## src/rtl/mmm_r2_precompute_if.sv

```systemverilog
// mmm_r2_precompute_if: start/done handshake, modulus and result bus of the R/R^2 precompute block.
interface mmm_r2_precompute_if #(parameter int K = 8);
    logic         start;
    logic [K-1:0] m;
    logic [K-1:0] R_mod;
    logic [K-1:0] R2_mod;
    logic         busy;
    logic         done;
    logic         err;
    modport master(output start, m, input R_mod, R2_mod, busy, done, err);
    modport slave(input start, m, output R_mod, R2_mod, busy, done, err);
endinterface

```

## src/rtl/mmm_r2_precompute.sv

```systemverilog
// mmm_r2_precompute: R mod m and R^2 mod m (R = 2^K) by repeated modular doubling of r = 1.
// Define MMM_R2_FAST_EN to chain two doublings per cycle (K-cycle latency, identical results).
module mmm_r2_precompute #(
    parameter int K = 8
) (
    input logic                    clk,
    input logic                    rst,
    mmm_r2_precompute_if.slave     bus
);
    typedef enum logic [1:0] {IDLE, ITER, DONE} state_t;
    localparam int CW = $clog2(2 * K + 1);

    state_t       state;
    logic [K-1:0] mm;
    logic [K:0]   r, r1, nxt;
    logic [K-1:0] k_val;
    logic [CW-1:0] cnt;
    logic         k_hit, last;

    // r < m keeps 2r within K+1 bits, so one conditional subtract restores r < m
    function automatic logic [K:0] dbl(input logic [K:0] x, input logic [K-1:0] md);
        logic [K:0] t;
        t = x << 1;
        return t >= {1'b0, md} ? t - {1'b0, md} : t;
    endfunction

    assign r1 = dbl(r, mm);
`ifdef MMM_R2_FAST_EN
    localparam int STEP = 2;
    logic [K:0] r2;
    assign r2    = dbl(r1, mm);
    assign nxt   = r2;
    // cnt is always even here; odd K lands doubling K on the first stage
    assign k_hit = cnt == CW'(K - 1) || cnt == CW'(K - 2);
    assign k_val = cnt == CW'(K - 1) ? r1[K-1:0] : r2[K-1:0];
`else
    localparam int STEP = 1;
    assign nxt   = r1;
    assign k_hit = cnt == CW'(K - 1);
    assign k_val = r1[K-1:0];
`endif
    assign last = cnt == CW'(2 * K - STEP);

    always_ff @(posedge clk or negedge rst) begin
        if (!rst) begin
            state      <= IDLE;
            mm         <= '0;
            r          <= '0;
            cnt        <= '0;
            bus.R_mod  <= '0;
            bus.R2_mod <= '0;
            bus.busy   <= 1'b0;
            bus.done   <= 1'b0;
            bus.err    <= 1'b0;
        end else begin
            case (state)
                IDLE: if (bus.start) begin
                    mm      <= bus.m;
                    bus.err <= 1'b0;
                    if (bus.m[0] && bus.m != K'(1)) begin
                        r        <= (K+1)'(1);
                        cnt      <= '0;
                        bus.busy <= 1'b1;
                        state    <= ITER;
                    end else begin
                        bus.R_mod  <= '0;
                        bus.R2_mod <= '0;
                        bus.err    <= 1'b1;
                        bus.done   <= 1'b1;
                        state      <= DONE;
                    end
                end
                ITER: begin
                    r   <= nxt;
                    cnt <= cnt + CW'(STEP);
                    if (k_hit) bus.R_mod <= k_val;
                    if (last) begin
                        bus.R2_mod <= nxt[K-1:0];
                        bus.busy   <= 1'b0;
                        bus.done   <= 1'b1;
                        state      <= DONE;
                    end
                end
                DONE: if (!bus.start) begin
                    bus.done <= 1'b0;
                    bus.err  <= 1'b0;
                    state    <= IDLE;
                end
                default: state <= IDLE;
            endcase
        end
    end
endmodule

```

## src/flat_wrapper.sv

```systemverilog
// flat-port wrapper written by rule: the top's interface ports become plain ports
module mmm_r2_precompute_flat 
#(
    parameter int K = 8
)
  (clk, rst, bus_start, bus_m, bus_R_mod, bus_R2_mod, bus_busy, bus_done, bus_err);
  mmm_r2_precompute_if #(.K(K)) bus_i ();
  input logic clk;
  input logic rst;
  input wire logic [$bits(bus_i.start)-1:0] bus_start;
  input wire logic [$bits(bus_i.m)-1:0] bus_m;
  output wire logic [$bits(bus_i.R_mod)-1:0] bus_R_mod;
  output wire logic [$bits(bus_i.R2_mod)-1:0] bus_R2_mod;
  output wire logic [$bits(bus_i.busy)-1:0] bus_busy;
  output wire logic [$bits(bus_i.done)-1:0] bus_done;
  output wire logic [$bits(bus_i.err)-1:0] bus_err;
  assign bus_i.start = bus_start;
  assign bus_i.m = bus_m;
  assign bus_R_mod = bus_i.R_mod;
  assign bus_R2_mod = bus_i.R2_mod;
  assign bus_busy = bus_i.busy;
  assign bus_done = bus_i.done;
  assign bus_err = bus_i.err;
  mmm_r2_precompute #(.K(K)) u_core (.clk(clk), .rst(rst), .bus(bus_i));
endmodule
```

## config.mk

```make
export PLATFORM = sky130hd
export DESIGN_NAME = mmm_r2_precompute_flat
export DESIGN_NICKNAME = d
export VERILOG_FILES = /design/src/rtl/mmm_r2_precompute_if.sv /design/src/rtl/mmm_r2_precompute.sv /design/src/flat_wrapper.sv
export SDC_FILE = /design/constraint.sdc
export NUM_CORES = 1
export LEC_CHECK = 0
export ABC_CLOCK_PERIOD_IN_PS = 2800
export BUFFER_PORTS_ARGS = -buffer_cell sky130_fd_sc_hd__buf_2
export CAP_MARGIN = 10
export CORE_UTILIZATION = 57
export DETAILED_ROUTE_END_ITERATION = 12
export PLACE_DENSITY = 0.82
export SLEW_MARGIN = 20
export SYNTH_ARGS = -nofsm -noshare
export SYNTH_HDL_FRONTEND = slang
export SYNTH_SLANG_ARGS = --single-unit
```

## constraint.sdc

```tcl
create_clock -name clk -period 2.8 [get_ports clk]
set_input_delay 0.42 -clock clk [delete_from_list [all_inputs] [get_ports clk]]
set_output_delay 0.42 -clock clk [all_outputs]
set_load 0.05 [all_outputs]
```

==> results.toml, run 1 <==
[critical_path]
cpLargestDelayFamily = "simple AND/OR/NAND/NOR gates"
cp.arrival_ns = 2.45
reg2reg_depth = 8
path_max_fanout = 5
reg2reg_to = "u_core.bus.R_mod[3]"
end_kind = "flop"
path_class = "reg -> reg"
crit_buf_inv = 1
crit_top_cell = "ha_1"
cp.required_ns = 2.99
r2r_setup_slack_ns = 0.53
reg2reg_from = "u_core.mm[1]"
slowest_stage = "or3_1"
cp-start-kind = "flop"
cpPeakStageDelay_ns = 0.52
crit_chain = "inv_1 -> ha_1 -> ha_1 -> nand4_1 -> o21ai_1 -> or3_1 -> mux2i_2 -> a2bb2o_4"

[logic_synthesis]
synth-main-ff-cell = "dfrtp_1"
synth_commonest_cells = "42 x dfrtp_1, 28 x nand2_1, 23 x o21ai_0"
ys_warn_count = 0
synth.avg_cell_area_um2 = 9.908
ys_types = 48
syn_area_mm2 = 0.002190
yosysTopAreaCell = "dfrtp_1"
synth-edff-count = 0
synth_seq_cells = 42
syn_nets = 243
yosysSeqAreaShare_pct = 48.00
yosysMostFrequentCell = "dfrtp_1"
yosys-top-cells-area = "dfrtp_1 48%, ha_1 5.7%, o21ai_0 5.3%"
ys_async_sr_fraction_pct = 100.0
syn_inst = 221
yosysTopAreaCellShare_pct = 48.00

[cells_and_area]
fillCellCount = 293
seq_area_mm2 = 0.001051
area_delta_synth_final_pct = 12.80
antenna-diode-count = 0
finalNetCount = 277
multi_input_area_mm2 = 0.001040
layout-drive-gt1-share_pct = 20.39
fin_cells = 303
final_cell_area_mm2 = 0.002470

[die]
rows = 22
pin_count = 30
coreArea_mm2 = 0.003661
die_height_um = 63.98
dieWidth_um = 63.98
start_util_pct = 59.81
dieArea_mm2 = 0.004093

[sta]
min_period_ns = 2.266
fin_crit_sh_pct = 80.94
grt_setup_unrepaired = "false"
setup_tns_ns = 0
slew_headroom_pct = 39.73
finalClockSkew_ns = 0.009883
worstMarginPinSlew_ns = 0.9041
finalHoldViolations = 0
setup_viol = 0
fmax_mhz = 441.3
drv_slew = 0

[routing]
ant_nets = 0
vias_per_cell = 5.667
dr.max_layer_used = "met4"
wl_met3_um = 198
wl_per_cell_um = 14.99
dr.pass1.iters = 4
vias = 1717
drt_drc_violations_left = 0
met2_length_um = 1981
drt_first_iter_violations = 91
wl_um = 4543
wl_met1_um = 2287

[clocking]
htree_levels = 2
cts_tree = "built"
cts_hold_buf = 0
cts_sinks = 42
post-cts-setup-buffers = 0
clock_latency_ns = 0.30
cts-root-buf = "clkbuf_8"
cts_resized = 0
path_clk_slew_ns = 0.08
cts_buffers = 5
clockBufferDepth = 2

[pwr]
peakVddDrop_mv = 0.7024
p_per_area_mw_per_mm2 = 1332
leakagePower_nw = 1.218

[flow_run]
maxCapViolCount = 0

[place]
post_dp_cell_area_mm2 = 0.002390
dp_hpwl_um = 3337
dpl.cell_count = 296
portBuffers = 29
gp_congestion = 0.8482

[grt]
antenna_found_initial = 0
grt_usage_pct = 25.78
grt_pass1_vias = 1699
grt_max_degree = 43
overflow = 0
grt_pass1_wl_um = 7941

[run_status]
status = "finished, final reports clean"

[min_path]
min_path_type = "in -> async"
[worst max-delay path by stage]
stage                 start                  end  slack, ns  cells after the start
6_report       u_core.mm[1]  u_core.bus.R_mod[3]       0.53                      8
5_1_grt         u_core.r[5]  u_core.bus.R_mod[3]       0.45                      6
4_1_cts        u_core.mm[1]  u_core.bus.R_mod[3]       0.54                      8
3_5_place_dp   u_core.mm[1]  u_core.bus.R_mod[3]       0.57                      8
3_3_place_gp   u_core.mm[1]  u_core.bus.R_mod[3]       0.61                      8
2_1_floorplan  u_core.mm[1]  u_core.bus.R_mod[3]       0.72                      9
[flip-flops by register name, indices dropped and copies added, names as in the netlist]
name	flops
u_core.bus.busy	1
u_core.state	2
u_core.bus.err	1
u_core.r	8
u_core.mm	8
u_core.bus.done	1
u_core.bus.R2_mod	8
u_core.bus.R_mod	8
u_core.cnt	5
[cell families (layout without fill, tap and decap cells)]
group           count (synthesis)  after routing  share of synthesized area, %
compound gates                 68             68                         21.71
xor+xnor                        4              4                         1.600
fa+ha+maj                      11             11                         6.629
buf+inv                        24             58                         4.514
flops                          42             42                         48.00
mux                             7              7                         3.543
simple gates                   65             65                         14.00
[per-layer routing]
metal / vias to the layer above / global-route usage (%)
met5: - / 0
met4: 0 / 10.23
met3: 5 / 5.000
met2: 45 / 39.63
met1: 819 / 35.95
li1: 848 / -
[power by group]
part	internal [mW]	total [mW]	switching, mW	leakage [nW]
combinational	0.708	1.95	1.24	0.642
sequential	0.827	0.969	0.142	0.539
clock	0.171	0.374	0.203	0.0373
total	1.71	3.29	1.58	1.22
[cell usage in the layout (no fill, tap or decap), types with 4 or more instances in the layout]
| cell type | Yosys | routed |
|---|---|---|
| a21oi_1 | 11 | 11 |
| dfrtp_1 | 42 | 42 |
| clkbuf_8 | 0 | 5 |
| inv_1 | 19 | 19 |
| ha_1 | 10 | 10 |
| o2bb2ai_1 | 12 | 12 |
| nand2_1 | 28 | 28 |
| buf_2 | 1 | 29 |
| a22o_1 | 4 | 4 |
| xor2_1 | 4 | 4 |
| nor2_1 | 14 | 14 |
| o21ai_0 | 23 | 23 |
[per-stage QoR]
stage | utilization, % | total power, mW | hold slack, ns | setup WS [ns]
6_report | 67.46 | 3.290 | 0.2455 | 0.5337
5_1_grt | 67.46 | 3.550 | 0.3314 | 0.4546
4_1_cts | 67.46 | 3.290 | 0.2689 | 0.5433
3_5_place_dp | 65.28 | 2.891 | 0.4685 | 0.5665
3_3_place_gp | 65.28 | 2.861 | 0.4554 | 0.6120
2_1_floorplan | - | 2.488 | 0.1244 | 0.7181
[area by class of cell]
| cell class | count | share of cell area, % |
|---|---|---|
| well taps | 48 | 2.432 |
| inverters | 19 | 2.888 |
| clock buffers | 6 | 2.938 |
| clock inverters | 1 | 0.3040 |
| multi-input cells | 155 | 42.10 |
| repair buffers | 32 | 6.788 |
| flip-flops and latches | 42 | 42.55 |
Power figures use the tool's default switching activity.
==> run 2, diff against run 1 <==
Settings changed: ABC_CLOCK_PERIOD_IN_PS 2800 to 2000, CORE_UTILIZATION 57 to 51, PLACE_DENSITY 0.82 to 0.78.
Clock period 2.8 ns to 2 ns, I/O delays scaled along.
==> results.toml, run 2 (synthesis gave the netlist of run 1 again) <==
[cells_and_area]
multi_input_area_mm2 = 0.001261
layout-drive-gt1-share_pct = 40.34
layout_commonest_cell = "dfrtp_1"
area_delta_synth_final_pct = 37.66
final_cell_mix = "42 x dfrtp_1, 36 x buf_4, 29 x buf_2"
finalNetCount = 311
antenna-diode-count = 0
seq_area_mm2 = 0.001051
fillCellCount = 268

[sta]
setup_viol = 17
finalHoldViolations = 0
fmax_mhz = 478.3
whs_ns = 0.2005
grt_setup_unrepaired = "true"
drv_slew = 0
min_period_ns = 2.091
fin_crit_sh_pct = 104.5
worst_slack_ns = -0.09061
slew_headroom_pct = 59.70
finalClockSkew_ns = 0.009299
worstMarginPinSlew_ns = 0.6009

[routing]
drt_drc_violations_left = 0
ant_nets = 0
wl_per_cell_um = 18.29
wl_um = 6217
vias = 2018
dr.pass1.iters = 4
vias_per_cell = 5.935
drt_first_iter_violations = 158

[critical_path]
cp.arrival_ns = 2.29
cp-start-kind = "flop"
path_class = "reg -> reg"
end_kind = "flop"
cp.required_ns = 2.20
path_max_fanout = 6

[clocking]
clockBufferDepth = 2
path_clk_slew_ns = 0.08
cts_buffers = 5
cts_tree = "built"
cts-root-buf = "clkbuf_8"
cts_sinks = 42
clock_latency_ns = 0.31
htree_levels = 2

[flow_run]
maxCapViolCount = 0

[die]
dieArea_mm2 = 0.004560
rows = 23
coreArea_mm2 = 0.004058
start_util_pct = 53.96
pin_count = 30
die_height_um = 67.53
dieWidth_um = 67.53

[place]
gp_congestion = 0.9781
dp_hpwl_um = 3907
portBuffers = 29

[grt]
antenna_found_initial = 0
grt_max_degree = 21
overflow = 0
grt_usage_pct = 27.16
grt_pass1_wl_um = 8825
grt_pass1_vias = 1814

[run_status]
failed_checks = "negative setup slack"
status = "finished, violations left"

[min_path]
min_path_type = "in -> reg"
run 2: routing by layer:
layer | wire (um) | vias up | GRT usage (%) | share of wire, %
li1 | - | 921 | - | -
met1 | 2706 | 987 | 38.17 | 44
met2 | 2874 | 83 | 41.71 | 46
met3 | 376 | 27 | 4.223 | 6.0
met4 | 259 | 0 | 11.17 | 4.2
met5 | 0 | - | 0 | 0
run 2: worst paths after layout:
kind	slack, ns	endpoint	startpoint	cells after the start
hold / removal	0.20	u_core.mm[7]	bus_m[7]	3
max in group asynchronous	1.00	u_core.bus.R_mod[2]	rst	3
hold reg to reg	0.48	u_core.bus.busy	u_core.bus.busy	2
setup reg to reg	-0.09	u_core.bus.R_mod[3]	u_core.r[3]	6
setup / recovery	-0.09	u_core.bus.R_mod[3]	u_core.r[3]	6
min in group asynchronous	0.46	u_core.mm[3]	rst	2
run 2: layout make-up:
cell class | count | share of cell area (%)
multi-input cells | 155 | 41.84
clock buffers | 6 | 2.740
clock inverters | 2 | 1.993
flip-flops and latches | 42 | 34.87
repair buffers | 66 | 14.11
inverters | 19 | 2.366
well taps | 50 | 2.076
run 2: timing repair:
action	CTS	global route
cloned	0	0
buffers inserted	0	2
resized for setup	11	26
endpoints found under the hold margin	18	0
hold buffers	1	0
pin swaps	2	5
endpoints found under the setup margin	17	21
run 2: worst max-delay path: stages (launching register included):
cell,delay [ns]
dfrtp_1,0.43
ha_4,0.33
o211ai_2,0.10
a211oi_2,0.36
or3_4,0.26
mux2i_4,0.27
a2bb2o_4,0.23
run 2: per-stage QoR:
stage | instance area [um2] | worst slack (ns) | cells | TNS, ns | util, %
floorplan | 2223 | 0.005352 | 221 | 0 | -
global placement | 2659 | -0.05528 | 329 | -0.1577 | 65.53
detailed placement | 2659 | -0.1179 | 329 | -0.8065 | 65.53
CTS | 2861 | -0.01592 | 338 | -0.01592 | 70.52
global route | 3014 | -0.1808 | 340 | -1.615 | 74.28
finish | 3014 | -0.09061 | 340 | -0.8153 | 74.28
Power of run 2 is not shown: default switching activity piles up to over one toggle a cycle in this logic, so the estimate is an artifact.
==> run 3, diff against run 2 <==
Settings changed: ABC_AREA set to 1, CORE_UTILIZATION 51 to 52, PLACE_DENSITY 0.78 to 0.79.
==> results.toml, run 3 <==
[sta]
fin_crit_sh_pct = 93.23
setup_tns_ns = 0
finalClockSkew_ns = 0.007791
worstMarginPinSlew_ns = 0.5303
finalHoldViolations = 0
min_period_ns = 1.865
setup_viol = 0
drv_slew = 0
grt_setup_unrepaired = "false"
fmax_mhz = 536.3
worst_slack_ns = 0.1354
slew_headroom_pct = 64.65

[critical_path]
reg2reg_to = "u_core.bus.R2_mod[4]"
reg2reg_from = "u_core.r[3]"
path_max_fanout = 9
startpoint = "u_core.r[3]"
cp-start-kind = "flop"
reg2reg_depth = 10
path_class = "reg -> reg"
r2r_setup_slack_ns = 0.14
crit_path_end = "u_core.bus.R2_mod[4]"
cp.required_ns = 2.20
cp.arrival_ns = 2.07
end_kind = "flop"

[grt]
grt_pass1_vias = 1947
grt_max_degree = 43
busiest_layer = "met2"
antenna_found_initial = 0
grt_usage_pct = 23.11
grt_use_met2_pct = 36.03
met3_usage_pct = 4.942
overflow = 0
met1_usage_pct = 30.95
grt_pass1_wl_um = 8769

[run_status]
status = "finished, final reports clean"

[routing]
wl_per_cell_um = 13.07
vias_per_cell = 5.338
ant_nets = 0
wl_um = 5033
drt_drc_violations_left = 0
dr.pass1.iters = 5
vias = 2055
drt_first_iter_violations = 133

[die]
die_height_um = 69.69
dieWidth_um = 69.69
dieArea_mm2 = 0.004856
pin_count = 30
rows = 24
start_util_pct = 54.34
coreArea_mm2 = 0.004384

[logic_synthesis]
yosysTopAreaCell = "dfrtp_1"
synth.avg_cell_area_um2 = 7.994
syn_area_mm2 = 0.002382
yosysTopAreaCellShare_pct = 44.12
synth_seq_cells = 42
synth_commonest_cells = "94 x nand2_1, 42 x dfrtp_1, 34 x inv_1"
ys_async_sr_fraction_pct = 100.0
yosys-top-cells-area = "dfrtp_1 44%, nand2_1 15%, inv_1 5.4%"
syn_nets = 320
yosysMostFrequentCell = "nand2_1"
ys_warn_count = 0
synth-main-ff-cell = "dfrtp_1"
yosysSeqAreaShare_pct = 44.12
syn_inst = 298
synth-edff-count = 0
ys_types = 32

[cells_and_area]
finalNetCount = 354
fillCellCount = 399
area_delta_synth_final_pct = 12.29
final_cell_mix = "94 x nand2_1, 42 x dfrtp_1, 34 x inv_1"
fin_cells = 385
antenna-diode-count = 0
layout-drive-gt1-share_pct = 20.72
layout_commonest_cell = "nand2_1"

[place]
pre_cts_ws_ns = 0.1446
dp_hpwl_um = 3774
dpl.cell_count = 377
gp_congestion = 1.015
portBuffers = 29

[clocking]
clockBufferDepth = 2
post-cts-setup-buffers = 0
clock_latency_ns = 0.30
cts_hold_buf = 0
cts_sinks = 42
cts-root-buf = "clkbuf_8"
cts_tree = "built"
htree_levels = 2
cts_buffers = 5
path_clk_slew_ns = 0.09

[pwr]
peakVddDrop_mv = 1.073
p_per_area_mw_per_mm2 = 1907
leakagePower_nw = 1.491
power_mw = 5.101

[min_path]
min_path_type = "in -> async"

[flow_run]
maxCapViolCount = 0
[run 3: cell types whose count changed after synthesis, moves of 4 or more]
cell       change
nand3_1       +19
a22o_1         -4
nand2_2        +8
o2bb2ai_1     -12
nand2_1       +66
nand4_1       +17
nand3b_1       +4
o21ai_0       -13
inv_1         +15
[run 3: worst min path at each step]
stage	end	slack, ns	depth (start not counted)
global placement	u_core.mm[5]	0.40	2
detailed placement	u_core.mm[5]	0.40	2
finish	u_core.mm[7]	0.05	2
CTS	u_core.r[7]	0.07	2
floorplan	u_core.bus.R2_mod[0]	0.004	0
global route	u_core.r[6]	0.09	2
[run 3: metal layers]
| layer | wire length, um | vias up |
|---|---|---|
| met2 | 2312 | 65 |
| met1 | 2300 | 932 |
| met5 | 0 | - |
| li1 | - | 1042 |
| met3 | 274 | 16 |
| met4 | 146 | 0 |
[run 3: logic make-up after synthesis]
family | count (synthesis) | synth area share (%)
XOR/XNOR | 3 | 1.103
adder cells (fa/ha/maj) | 11 | 6.092
flip-flops | 42 | 44.12
AO/OA/AOI/OAI | 28 | 6.723
AND/OR/NAND/NOR | 169 | 33.67
buffers and inverters | 45 | 8.298
[run 3: through the flow]
step / utilization [%] / hold slack (ns) / area, um2
6_report: 61.02 / 0.04709 / 2675
5_1_grt: 61.02 / 0.09480 / 2675
4_1_cts: 60.90 / 0.06940 / 2670
3_5_place_dp: 58.79 / 0.4010 / 2577
3_3_place_gp: 58.79 / 0.4025 / 2577
2_1_floorplan: - / 0.004409 / 2382
[run 3: cell type report]
cell class | count | area (um2) | area share, %
Multi-Input combinational cell | 211 | 1139 | 42.56
Sequential cell | 42 | 1051 | 39.29
Timing Repair Buffer | 33 | 175.2 | 6.548
Inverter | 39 | 152.6 | 5.706
Clock buffer | 5 | 68.82 | 2.572
Tap cell | 52 | 65.06 | 2.432
Clock inverter | 3 | 23.77 | 0.8887
[run 3: report_power, final]
group | leakage [nW] | internal, mW | total [mW] | switching [mW]
clock network | 0.0408 | 0.250 | 0.579 | 0.330
registers | 0.543 | 1.19 | 1.43 | 0.241
logic | 0.907 | 0.915 | 3.10 | 2.18
total | 1.49 | 2.35 | 5.10 | 2.75
[run 3: critical path, stage by stage, from the launching register on]
cell	delay, ns
dfrtp_1	0.43
ha_1	0.38
nand2_1	0.12
nor2_2	0.16
inv_2	0.04
nor2_2	0.12
nor2_4	0.09
nand2_4	0.13
nand2_1	0.10
nand4_1	0.12
nand2_1	0.06
[run 3: what timing repair did]
item,4_1_cts,5_1_grt
endpoints found under the setup margin,0,6
endpoints found under the hold margin,0,0
gates resized for setup,0,2
